--- src/rtl/seg_pkg.sv ---
// Shared constants for the seven-segment scanner: active-low segment patterns
// ({g,f,e,d,c,b,a}), the blank pattern and the anode-off level.
package seg_pkg;

   typedef logic [3:0] nibble_t;
   typedef logic [6:0] segCode_t;

   localparam segCode_t SEG_0 = 7'b1000000;
   localparam segCode_t SEG_1 = 7'b1111001;
   localparam segCode_t SEG_2 = 7'b0100100;
   localparam segCode_t SEG_3 = 7'b0110000;
   localparam segCode_t SEG_4 = 7'b0011001;
   localparam segCode_t SEG_5 = 7'b0010010;
   localparam segCode_t SEG_6 = 7'b0000010;
   localparam segCode_t SEG_7 = 7'b1111000;
   localparam segCode_t SEG_8 = 7'b0000000;
   localparam segCode_t SEG_9 = 7'b0010000;
   localparam segCode_t SEG_A = 7'b0001000;
   localparam segCode_t SEG_B = 7'b0000011;
   localparam segCode_t SEG_C = 7'b1000110;
   localparam segCode_t SEG_D = 7'b0100001;
   localparam segCode_t SEG_E = 7'b0000110;
   localparam segCode_t SEG_F = 7'b0001110;

   localparam segCode_t SEG_BLANK = 7'h7F;

   // Anodes are active-low, so a high level switches a digit off.
   localparam logic ANODE_OFF = 1'b1;

endpackage

--- src/rtl/seg_scan_display_if.sv ---
// Bus between the producing datapath and the seven-segment scanner.
// master drives value/load/dotMask/enable; slave (the scanner) drives the pins.
interface seg_scan_display_if #(
   parameter int DIGITS = 4
) ();

   logic [4*DIGITS-1:0] value;
   logic                load;
   logic [DIGITS-1:0]   dotMask;
   logic                enable;
   logic [DIGITS-1:0]   anode;
   logic [6:0]          segment;
   logic                dp;
   logic                scanTick;
   logic [4*DIGITS-1:0] shown;

   modport master (
      output value, load, dotMask, enable,
      input  anode, segment, dp, scanTick, shown
   );

   modport slave (
      input  value, load, dotMask, enable,
      output anode, segment, dp, scanTick, shown
   );

endinterface

--- src/rtl/hex_to_seg.sv ---
// Combinational hex nibble to active-low seven-segment pattern decoder.
module hex_to_seg
   import seg_pkg::*;
(
   input  nibble_t  nibble,
   output segCode_t segment
);

   always_comb begin
      segment = SEG_BLANK;
      unique case (nibble)
         4'h0: segment = SEG_0;
         4'h1: segment = SEG_1;
         4'h2: segment = SEG_2;
         4'h3: segment = SEG_3;
         4'h4: segment = SEG_4;
         4'h5: segment = SEG_5;
         4'h6: segment = SEG_6;
         4'h7: segment = SEG_7;
         4'h8: segment = SEG_8;
         4'h9: segment = SEG_9;
         4'hA: segment = SEG_A;
         4'hB: segment = SEG_B;
         4'hC: segment = SEG_C;
         4'hD: segment = SEG_D;
         4'hE: segment = SEG_E;
         4'hF: segment = SEG_F;
      endcase
   end

endmodule

--- src/rtl/seg_scan_display.sv ---
// Multiplexed common-anode seven-segment scanner with a load-captured value.
// Define SEG_LEADING_ZERO_BLANK_EN to blank digits above the most significant non-zero nibble.
module seg_scan_display
   import seg_pkg::*;
#(
   parameter int DIGITS     = 4,
   parameter int SCAN_DIV_W = 16
) (
   input logic               mainClock,
   input logic               reset,
   seg_scan_display_if.slave bus
);

   localparam int IDX_W = $clog2(DIGITS);
   localparam logic [IDX_W-1:0] LAST_IDX = IDX_W'(DIGITS - 1);

   logic [SCAN_DIV_W-1:0] prescalerReg;
   logic [IDX_W-1:0]      indexReg;
   logic [4*DIGITS-1:0]   shownReg;
   logic                  scanTickReg;
   logic [DIGITS-1:0]     anodeReg;
   segCode_t              segmentReg;
   logic                  dpReg;

   logic                  advance;
   nibble_t               currentNibble;
   segCode_t              decodedSeg;
   logic [DIGITS-1:0]     blankMask;
   logic [DIGITS-1:0]     anodeOneCold;
   logic [DIGITS-1:0]     anodeNext;
   segCode_t              segmentNext;

   assign advance       = &prescalerReg;
   assign currentNibble = shownReg[{indexReg, 2'b00} +: 4];

   hex_to_seg decoder (
      .nibble  (currentNibble),
      .segment (decodedSeg)
   );

   genvar gi;
   generate
      for (gi = 0; gi < DIGITS; gi++) begin : genAnode
         assign anodeOneCold[gi] = (indexReg != IDX_W'(gi));
      end
   endgenerate

`ifdef SEG_LEADING_ZERO_BLANK_EN
   // upperZero[i]: nibble i and every nibble above it are zero; digit 0 never blanks.
   logic [DIGITS:1] upperZero;
   assign upperZero[DIGITS] = 1'b1;
   assign blankMask[0]      = 1'b0;
   generate
      for (gi = 1; gi < DIGITS; gi++) begin : genBlank
         assign upperZero[gi] = (shownReg[4*gi +: 4] == 4'h0) && upperZero[gi+1];
         assign blankMask[gi] = upperZero[gi];
      end
   endgenerate
`else
   assign blankMask = '0;
`endif

   assign anodeNext   = bus.enable ? anodeOneCold : {DIGITS{ANODE_OFF}};
   assign segmentNext = blankMask[indexReg] ? SEG_BLANK : decodedSeg;

   always_ff @(posedge mainClock or negedge reset) begin
      if (!reset) begin
         prescalerReg <= '0;
         indexReg     <= '0;
         shownReg     <= '0;
         scanTickReg  <= 1'b0;
         anodeReg     <= {DIGITS{ANODE_OFF}};
         segmentReg   <= SEG_BLANK;
         dpReg        <= 1'b1;
      end else begin
         prescalerReg <= advance ? '0 : prescalerReg + 1'b1;
         scanTickReg  <= advance;
         if (advance) begin
            indexReg <= (indexReg == LAST_IDX) ? '0 : indexReg + 1'b1;
         end
         if (bus.load) begin
            shownReg <= bus.value;
         end
         // Pins follow the index that was current before this edge.
         anodeReg   <= anodeNext;
         segmentReg <= segmentNext;
         dpReg      <= ~bus.dotMask[indexReg];
      end
   end

   assign bus.anode    = anodeReg;
   assign bus.segment  = segmentReg;
   assign bus.dp       = dpReg;
   assign bus.scanTick = scanTickReg;
   assign bus.shown    = shownReg;

endmodule

--- src/flat_wrapper.sv ---
// flat-port wrapper written by rule: the top's interface ports become plain ports
module seg_scan_display_flat import seg_pkg::*;
#(
   parameter int DIGITS     = 4,
   parameter int SCAN_DIV_W = 16
)
  (mainClock, reset, bus_value, bus_load, bus_dotMask, bus_enable, bus_anode, bus_segment, bus_dp, bus_scanTick, bus_shown);
  seg_scan_display_if #(.DIGITS(DIGITS)) bus_i ();
  input logic mainClock;
  input logic reset;
  input wire logic [$bits(bus_i.value)-1:0] bus_value;
  input wire logic [$bits(bus_i.load)-1:0] bus_load;
  input wire logic [$bits(bus_i.dotMask)-1:0] bus_dotMask;
  input wire logic [$bits(bus_i.enable)-1:0] bus_enable;
  output wire logic [$bits(bus_i.anode)-1:0] bus_anode;
  output wire logic [$bits(bus_i.segment)-1:0] bus_segment;
  output wire logic [$bits(bus_i.dp)-1:0] bus_dp;
  output wire logic [$bits(bus_i.scanTick)-1:0] bus_scanTick;
  output wire logic [$bits(bus_i.shown)-1:0] bus_shown;
  assign bus_i.value = bus_value;
  assign bus_i.load = bus_load;
  assign bus_i.dotMask = bus_dotMask;
  assign bus_i.enable = bus_enable;
  assign bus_anode = bus_i.anode;
  assign bus_segment = bus_i.segment;
  assign bus_dp = bus_i.dp;
  assign bus_scanTick = bus_i.scanTick;
  assign bus_shown = bus_i.shown;
  seg_scan_display #(.DIGITS(DIGITS), .SCAN_DIV_W(SCAN_DIV_W)) u_core (.mainClock(mainClock), .reset(reset), .bus(bus_i));
endmodule
--- config.mk ---
export PLATFORM = sky130hd
export DESIGN_NAME = seg_scan_display_flat
export DESIGN_NICKNAME = d
export VERILOG_FILES = /design/src/rtl/seg_pkg.sv /design/src/rtl/seg_scan_display_if.sv /design/src/rtl/hex_to_seg.sv /design/src/rtl/seg_scan_display.sv /design/src/flat_wrapper.sv
export SDC_FILE = /design/constraint.sdc
export NUM_CORES = 1
export LEC_CHECK = 0
export CORE_AREA = 2 2 71 73
export DETAILED_ROUTE_END_ITERATION = 12
export DIE_AREA = 0 0 73 75
export GPL_TIMING_DRIVEN = 0
export PLACE_DENSITY = 0.77
export RECOVER_POWER = 50
export SETUP_SLACK_MARGIN = 0.5
export SLEW_MARGIN = 20
export SYNTH_ARGS = -nofsm -noshare
export SYNTH_HDL_FRONTEND = slang
export SYNTH_SLANG_ARGS = --single-unit
--- constraint.sdc ---
create_clock -name mainClock -period 2.1 [get_ports mainClock]
set_input_delay 0.42 -clock mainClock [delete_from_list [all_inputs] [get_ports mainClock]]
set_output_delay 0.42 -clock mainClock [all_outputs]
set_load 0.02 [all_outputs]
After elaboration in Yosys (flattened, before gate mapping)
Memory sizes are Yosys's and may differ from the RTL's. A register that Yosys moved wholly into a read port is not among the register bits.
Cells that the tools add are included.
- flip-flop bits (word level): 40
- ROM bits: 112
- input bits: 24
- output and inout bits: 29
- word-level logic and storage cells: 24
- memories: 1
- $add $sub $neg: 2
- $lt $le $gt $ge: 1
- equality and inequality tests: 4
- shift operators: 1
- multiplexer cells: 5
- bitwise logic cells: 1
- reductions and logical operators: 3
- memory list (memory ; words ; bits a word ; rd ports ; clocked after memory_dff ; wr ports ; line ; RTL):
    (name not given) ; 16 ; 7 ; 1 ; 1 ; 0 ; hex_to_seg.sv:11 ; unique case (nibble)
- operator list (operator ; number):
    $add 16x1->16 const B ; 1
    $mux 16 ; 1
    $reduce_and 16->1 ; 1
    $shiftx 16x5->4 ; 1
    $mux 4 ; 1
    $ne 2x2->1 const B ; 2
    $lt 2x3->1 const B ; 1
    $add 2x1->2 const B ; 1
    $bmux 1 s2 ; 1
    $eq 2x2->1 const B ; 1
    $mux 2 ; 1
    $ne 2x1->1 const B ; 1
    $reduce_bool 2->1 ; 1
    $logic_not 1->1 ; 1
    $mux 1 ; 1
    $not 1->1 ; 1

Longest topological paths before layout
- depth in word-level cells: 3
- mapped depth: 7
- mapped depth without buffers: 6

Modules after synthesis
From an unflattened synthesis, not the netlist that was laid out.
- cells, all modules: 170
- area, all modules: 2235.9 µm²
- modules (own cells, without submodules) (module ; instances ; cells each ; area each (µm²) ; seq. area each (µm²)):
    seg_scan_display ; 1 ; 137 ; 1961.9 ; 1191.1
    hex_to_seg ; 1 ; 33 ; 274.0 ; 0.0

Worst setup path after synthesis
Ideal clock, no wire load.
- kind: reg-to-reg
- start point: register u_core.indexReg[0]
- end point: register u_core.segmentReg[0], in the netlist u_core.bus.segment[0]
- setup time: 0.091 ns
- data arrival time: 1.744 ns
- required time: 2.009 ns
- slack: 0.265 ns
- cell stages (with the launch flop): 7
- path buffers: 1
- clock period less this slack: 1.835 ns
- cell sequence: dfrtp_1 -> buf_6 -> mux4_1 -> inv_1 -> ha_1 -> inv_1 -> o31ai_1
- word-level cells in the longest chain between the ends: 1
- ends and longest elaborated chain (element ; line ; RTL):
    start: declaration ; seg_scan_display.sv:18 ; logic [IDX_W-1:0] indexReg;
    start signal: assignment ; seg_scan_display.sv:79 ; indexReg <= (indexReg == LAST_IDX) ? '0 : indexReg + 1'b1;
    $shiftx 16x5->4 ; seg_scan_display.sv:34 ; assign currentNibble = shownReg[{indexReg, 2'b00} +: 4];
    end: declaration ; seg_scan_display.sv:22 ; segCode_t segmentReg;
Every way passes these cells.
A chain may end at the register's enable or synchronous reset.

Final worst setup path
- start point: register u_core.indexReg[1]
- end point: register u_core.segmentReg[0], in the netlist u_core.bus.segment[0]
The elaborated chain is that of the path after synthesis.

==> results.md <==
- Run status: completed
- Layout cells sized above 1: 0.287
- Worst Skew: ~0.0086 ns
- Worst rel slew slack: 0.225
- Buffer depth of the longest clock path: 2
- Total number of H-tree levels: 2
- Total setup violations reported at the end of the flow: 0
- PwrDens: 643 nW/µm²
- Post-Route WL: roughly 4.4 mm
- Detail-routed via count per cell: 5.21
- Number of global-route vias before repair: 1533
- Sort of element at the start of the critical path: flop
- Total clock sinks: 47
- Worst min-delay path category: in2async
- Proportion of synthesized chip area in sequential cells: 0.538
- Fraction of power spent switching nets: 0.263
- Required time of the critical path: about 2.3 ns
- Wire length of the first global-routing pass: roughly 7.3 mm
- Number of core rows: 25
- All-layer global routing usage: 0.176
- Top-level port count: 53
- Count of buffers from port buffering: 51
- Internal power: 0.00142 W
- Number of antenna violations at the first check in global routing: 0
- Busiest grt layer: met2
- Number of CTS-inserted buffers: 5
- Library cells used by synthesis: 38
- Area overhead of the layout relative to synthesis: 35.4%
- Antenna Cells: 0
- Number of optimization iterations in the first detailed-route pass: 4
- Aggregate global routing overflow: 0
- Max Cap Viol: 0
- Post-route insts no fill: ~300
- Die Width: between 70 and 80 µm
- Post-Syn Nets: roughly 210
- Count of yosys warnings during synthesis: 0
- Final number of max-transition violations: 0
- Total net switching power: a little over 0.0005 W
- Met2 demand-to-capacity share in global routing: 0.299
- Detailed placement HPWL: 3.14 mm
- Pin count of the biggest net entering global routing: 26
- Number of DRC markers in iteration 0: 55
- Leakage: roughly 1.3 nW
- Final period util: 0.879
- Total number of vias: ~1600
- Die Y: roughly 75 µm
- Routed wirelength normalized by instance count: between 10 and 15 µm
- Fin. Hold Viols: 0
- Number of hold buffers added after CTS: 0
- Starting utilization of the core area: 0.475
- Count of cells along the worst register-to-register path: 6
- CORE AREA: 4660 µm²
- CTS clock-pin slew for the worst setup and hold paths: about 0.080 ns
- Portion of total power attributed to the clock network: 0.283
- Slack of the worst reg-to-reg path: around 0.25 ns
- Crit path arrival time: ~2.1 ns
- Total placed cells including tap cells: 279
- Critical setup path kind: reg2reg
- Detailed-route DRC error count: 0
- Clock latency on the worst-skew pair: ~0.3 ns
- Total standard cell area after synthesis: 2220 µm²
- Type of element capturing the critical path: flop
- Clock tree from TritonCTS: done
- Total power draw: between 0.0015 and 0.002 W
- Achievable frequency: around 0.54 GHz
- Final worst path period need: roughly 1.8 ns
- Worst Tran Pin Value: between 1 and 1.5 ns
- Proportion of netlist area held by the largest area contributor: 0.395
- Peak ir drop on the vdd network: between 0.0005 and 0.0006 V
- Met3 global-route usage: 0.0442
- Dominant cell type by area after synthesis: sky130_fd_sc_hd__dfrtp_1
- Unrepaired setup endpoints after global routing: true
- Residual antenna-violating net count after detailed routing: 0
- Mapped Avg Cell Area: 12.8 µm²
- Die Outline Area: between 5000 and 6000 µm²
- Root Buffer: sky130_fd_sc_hd__clkbuf_8
- Sequential share of power: 0.519
- Met1 Usage GRT: 0.221
- Biggest area contributors in the synthesized netlist: sky130_fd_sc_hd__dfrtp_1 40%, sky130_fd_sc_hd__dfstp_2 14%, sky130_fd_sc_hd__mux2_2 9.7%, sky130_fd_sc_hd__ha_1 6.2%, sky130_fd_sc_hd__mux4_2 3.0%
- Part of the power in combinational logic: 0.198
- Number of standard cells after synthesis: between 150 and 200
- Layout net count: roughly 280
- Number of storage elements in the synthesis netlist: between 40 and 50
- CP max FO: 7
- Final RePlAce weighted congestion: ~0.78
==> power by group through the flow <==
stage | registers (W) | logic [W] | clock network, W
6_report | 0.00100 | 0.000382 | 0.000546
5_1_grt | 0.00101 | 0.000412 | 0.000597
4_1_cts | 0.00100 | 0.000381 | 0.000568
3_5_place_dp | 0.00102 | 0.000411 | 0
3_3_place_gp | 0.00102 | 0.000400 | 0
2_1_floorplan | 0.00109 | 0.000138 | 0
==> cell families (layout without fill, tap and decap cells) <==
group | after synthesis | in the layout | synth area share
xor gates and xnor gates | 9 | 9 | 0.0356
buffers and inverters | 13 | 84 | 0.0294
DFF | 47 | 47 | 0.538
muxes | 25 | 25 | 0.158
AOI/OAI and AO/OA | 21 | 21 | 0.0678
adders and majority gates | 11 | 11 | 0.0621
and+or+nand+nor | 47 | 47 | 0.110
==> worst max-delay path, stage by stage (launching register included) <==
cell and delay, ns:
sky130_fd_sc_hd__dfrtp_1 0.37, sky130_fd_sc_hd__clkbuf_1 0.35, sky130_fd_sc_hd__mux4_2 0.47, sky130_fd_sc_hd__buf_6 0.17
sky130_fd_sc_hd__ha_4 0.16, sky130_fd_sc_hd__a22oi_2 0.17, sky130_fd_sc_hd__o31ai_2 0.09
==> routing by layer <==
| layer | routed length, µm | share of wire |
|---|---|---|
| met2 | 2190 | 0.50 |
| met1 | 1930 | 0.44 |
| met5 | 0 | 0 |
| met3 | 176 | 0.040 |
| met4 | 64 | 0.015 |
==> placed cells by master (no fill, tap or decap), drive strengths merged, types with 6 or more instances in the layout <==
cell,Yosys,final
clkdlybuf4s50,0,21
mux2,20,20
nand3,8,8
inv,6,6
dlygate4sd2,0,28
dfrtp,35,35
clkbuf,4,15
buf,3,12
dfstp,12,12
nand2,14,14
nor2,9,9
ha,11,11
==> state kept, by name (all words and copies together) (netlist names) <==
register	count
u_core.bus.anode	4
u_core.bus.dp	1
u_core.bus.scanTick	1
u_core.bus.segment	7
u_core.bus.shown	16
u_core.indexReg	2
u_core.prescalerReg	16
==> synth_stat cells <==
library cell and count:
sky130_fd_sc_hd__or3_1 1, sky130_fd_sc_hd__and2_1 3, sky130_fd_sc_hd__mux2_4 1, sky130_fd_sc_hd__and3_1 1
sky130_fd_sc_hd__dfrtp_1 35, sky130_fd_sc_hd__dfstp_2 12, sky130_fd_sc_hd__nand2_2 1, sky130_fd_sc_hd__o21a_1 4
sky130_fd_sc_hd__nor3_4 1, sky130_fd_sc_hd__nand4_1 4, sky130_fd_sc_hd__a41oi_1 1, sky130_fd_sc_hd__nand3_1 8
sky130_fd_sc_hd__nand2_1 13, sky130_fd_sc_hd__o21ai_1 2, sky130_fd_sc_hd__o22a_1 2, sky130_fd_sc_hd__mux4_1 2
sky130_fd_sc_hd__nor2b_1 3, sky130_fd_sc_hd__ha_1 11, sky130_fd_sc_hd__a21oi_1 2, sky130_fd_sc_hd__mux2_2 19
sky130_fd_sc_hd__and4_1 2, sky130_fd_sc_hd__inv_1 6, sky130_fd_sc_hd__nor2_1 9, sky130_fd_sc_hd__xor2_1 5
sky130_fd_sc_hd__o31ai_1 2, sky130_fd_sc_hd__o21bai_1 1, sky130_fd_sc_hd__a22oi_1 1, sky130_fd_sc_hd__buf_6 2
sky130_fd_sc_hd__a22o_1 1, sky130_fd_sc_hd__buf_2 1, sky130_fd_sc_hd__o21ai_2 1, sky130_fd_sc_hd__xnor2_1 4
sky130_fd_sc_hd__o211ai_1 1, sky130_fd_sc_hd__o21ai_0 2, sky130_fd_sc_hd__nand2b_1 1, sky130_fd_sc_hd__mux4_2 3
sky130_fd_sc_hd__o2bb2ai_1 1, sky130_fd_sc_hd__clkbuf_1 4
==> area by class of cell <==
class	instances	area (µm²)
buffer	7	41.3
clock buffer	7	86.3
clock inverter	1	3.75
fill	377	1660
inverter	6	27.5
multi-input combinational	113	1020
sequential	47	1190
tap	54	67.6
timing repair buffer	63	561
==> metrics by stage <==
| stage | utilization | setup WS (ns) | setup TNS, ns | instance area, µm² | hold WS (ns) |
|---|---|---|---|---|---|
| floorplan | - | 0.404 | 0 | 2250 | 0.124 |
| global placement | 0.606 | -0.637 | -24.30 | 2830 | 0.436 |
| detailed placement | 0.611 | 0.202 | 0 | 2850 | 0.440 |
| CTS | 0.639 | 0.315 | 0 | 2980 | 0.111 |
| global route | 0.644 | 0.145 | 0 | 3000 | 0.438 |
| finish | 0.644 | 0.253 | 0 | 3000 | 0.332 |
==> path summary, 6_finish.rpt <==
check | end | start
worst max-delay path | u_core.bus.segment[0]$_DFF_PN1_ | u_core.indexReg[1]$_DFFE_PN0N_
worst min-delay path | u_core.bus.shown[5]$_DFFE_PN0P_ | reset
worst max register to register | u_core.bus.segment[0]$_DFF_PN1_ | u_core.indexReg[1]$_DFFE_PN0N_
worst min register to register | u_core.prescalerReg[0]$_DFF_PN0_ | u_core.prescalerReg[0]$_DFF_PN0_
max in group asynchronous | u_core.prescalerReg[14]$_DFF_PN0_ | reset
min in group mainClock | u_core.prescalerReg[0]$_DFF_PN0_ | u_core.prescalerReg[0]$_DFF_PN0_
==> repair_timing <==
action,in CTS,in global routing
setup endpoints to repair,38,12
hold endpoints to repair,0,0
pin swaps,5,4
gates resized for setup,35,9
gates cloned,0,0
setup buffers,7,4
Power figures use the tool's default switching activity.
==> patch, RTL diff (same flow settings) <==
`DIGITS` is set to 4 in 3 places; all go to 2.
--- a/src/rtl/seg_scan_display_if.sv
+++ b/src/rtl/seg_scan_display_if.sv
@@ -1,7 +1,7 @@
 // Bus between the producing datapath and the seven-segment scanner.
 // master drives value/load/dotMask/enable; slave (the scanner) drives the pins.
 interface seg_scan_display_if #(
-   parameter int DIGITS = 4
+   parameter int DIGITS = 2
 ) ();
 
    logic [4*DIGITS-1:0] value;
--- a/src/rtl/seg_scan_display.sv
+++ b/src/rtl/seg_scan_display.sv
@@ -3,7 +3,7 @@
 module seg_scan_display
    import seg_pkg::*;
 #(
-   parameter int DIGITS     = 4,
+   parameter int DIGITS     = 2,
    parameter int SCAN_DIV_W = 16
 ) (
    input logic               mainClock,
--- a/src/flat_wrapper.sv
+++ b/src/flat_wrapper.sv
@@ -1,7 +1,7 @@
 // flat-port wrapper written by rule: the top's interface ports become plain ports
 module seg_scan_display_flat import seg_pkg::*;
 #(
-   parameter int DIGITS     = 4,
+   parameter int DIGITS     = 2,
    parameter int SCAN_DIV_W = 16
 )
   (mainClock, reset, bus_value, bus_load, bus_dotMask, bus_enable, bus_anode, bus_segment, bus_dp, bus_scanTick, bus_shown);
Ports: changed (resized bus_anode, bus_dotMask, bus_shown and bus_value); port bits go from 53 to 33. No check against the original RTL was run, so the function may have changed too.
==> patch against the original RTL <==
  * Total power is 21% lower
  * Worst setup slack better by 0.29 ns
  * Routed wire length down 31%
  * Critical endpoint is now bus_segment[6]
  * Clock power is 8.2% lower
  * Maximum frequency increased by 19%
  * Final area fell by 26%
  * Synthesized area fell by 26%
  * Sequential cell count down 11
  * Die area is the same
==> patch: results (changes against the original RTL) <==
- Lkg Pwr: 1.04 nW (-21%)
- Number of library cell types mapped by synthesis: 34 (-11%)
- Status: completed
- R2R Path End: u_core.bus.segment[0]$_DFF_PN1_
- Root Driver: clkbuf_8
- Relative max-transition margin: 0.543 (+0.318)
- Placer Congestion: 0.905 (+16%)
- RR Startpoint: u_core.indexReg$_DFFE_PN0N_
- Initial antenna violation count: 0 (unchanged)
- Initial drt markers: 18 (-67%)
- Crit-path max FO: 1 (-6)
- Congestion Overflow GR: 0 (unchanged)
- Total CTS buffers: 5 (unchanged)
- First-pass GRT wire length: 4.95 mm (-32%)
- Overall routing resource usage: 0.121 (-0.0558)
- Pre-CTS setup slack: 0.295 ns (+0.0930 ns)
- Cts hold-fix bufs: 0 (unchanged)
- Share of cells above drive strength 1: 0.257 (-0.0302)
- # diodes: 0 (unchanged)
- Largest net degree at the start of global routing: 26 (unchanged)
- # fillers: 404 (+7.2%)
- Nets: 207 (-26%)
- DR vias: 1183 (-24%)
- Wire per inst: 12.5 um (-15%)
- Pre-Repair DR Iteration Count: 4 (unchanged)
- Synth warn: 0 (unchanged)
- H-tree levels: 2 (unchanged)
- Critical path arrival: 1.13 ns (-0.94 ns)
- Largest cells by area after synthesis: dfrtp_1 39%, dfstp_2 16%, mux2_2 6.8%
- Crit-path slowest cell: dfstp_2
- Post-DP HPWL: 2.15 mm (-32%)
- Avg Cell Area, Syn: 12.1 um2 (-5.4%)
- Share of the yosys chip area belonging to registers: 0.554 (+0.0167)
- Hold Crit Class: in2async
- Max VDD drop: 0.319 mV (-37%)
- Fin Clk Skew: 0.00484 ns (-0.00377 ns)
- Clock transition at path regs: 0.07 ns
- Buffers added on ports: 31 (-39%)
- Synth cell count leaders: 26 x dfrtp_1, 12 x nand2_1, 10 x dfstp_2, 10 x mux2_2, 10 x nor2_1
- Max FFs per register: 16
- R2R depth: 6 (unchanged)
- Worst path max stage delay: 0.52 ns (+0.05 ns)
- Async SR Flop Fraction: 1.00 (unchanged)
- Syn nets: 157 (-25%)
- Reg2Reg Setup Slack: 0.55 ns (+0.29 ns)
- CP top delay family: flip-flops
- Final wirelength: 3.01 mm (-31%)
- Clk_lat worst skew: between 0.2 and 0.3 ns
- Register bank with the most flops: u_core.prescalerReg
- Placed insts: 222 (-20%)
- Clock Path Buffers: 2 (unchanged)
## patch: logic make-up (layout without fill, tap and decap cells)
group,after synthesis,in the layout,synth area share
muxes,15,15,0.0987
xor gates and xnor gates,14,14,0.0744
buffers and inverters,7,58,0.0167
DFF,36,36,0.554
AOI/OAI and AO/OA,14,14,0.0623
and+or+nand+nor,43,43,0.140
adders and majority gates,7,7,0.0531
## patch: worst max-delay path by stage
stage / from / cells after the start / slack (ns) / to
after global routing: u_core.prescalerReg[0]$_DFF_PN0_ / 6 / 0.47 / u_core.indexReg$_DFFE_PN0N_
after floorplan: u_core.indexReg$_DFFE_PN0N_ / 7 / 0.51 / u_core.bus.segment[5]$_DFF_PN1_
after CTS: u_core.indexReg$_DFFE_PN0N_ / 7 / 0.51 / u_core.bus.segment[5]$_DFF_PN1_
after global placement: reset / 1 / -0.15 / u_core.prescalerReg[6]$_DFF_PN0_
after detailed placement: u_core.indexReg$_DFFE_PN0N_ / 7 / 0.30 / u_core.bus.segment[5]$_DFF_PN1_
final: u_core.bus.segment[6]$_DFF_PN1_ / 1 / 0.55 / bus_segment[6]
## patch: repair_timing
item,CTS,global route
resized for setup,21,5
setup endpoints to repair,35,10
cloned,0,0
buffers inserted,7,4
## patch: metal layers
layer | vias to the layer above | part of all wire | track usage
met4 | 0 | 0.020 | 0.0720
met5 | - | 0 | 0
met2 | 39 | 0.51 | 0.211
met3 | 6 | 0.054 | 0.0388
li1 | 570 | - | -
met1 | 568 | 0.41 | 0.127
## patch: report_power, final
| part | switching, mW | internal [mW] | total [mW] |
|---|---|---|---|
| clock network | 0.239 | 0.261 | 0.501 |
| registers | 0.0219 | 0.749 | 0.771 |
| logic | 0.143 | 0.118 | 0.261 |
## patch: through the flow
stage / util / instance area [um2] / hold WS (ns)
after global routing: 0.478 / 2230 / 0.202
final: 0.478 / 2230 / 0.144
after detailed placement: 0.443 / 2070 / 0.326
after floorplan: - / 1670 / 0.124
after global placement: 0.440 / 2050 / 0.456
after CTS: 0.471 / 2190 / 0.00762
## patch: cell type report
type,instances,area [um2],area share
Clock buffer,6,82.6,0.0371
Clock inverter,2,10.0,0.00449
Inverter,4,15.0,0.00674
Tap cell,54,67.6,0.0303
Buffer,3,18.8,0.00843
Timing Repair Buffer,43,383,0.172
Multi-Input combinational cell,93,737,0.331
Sequential cell,36,913,0.410
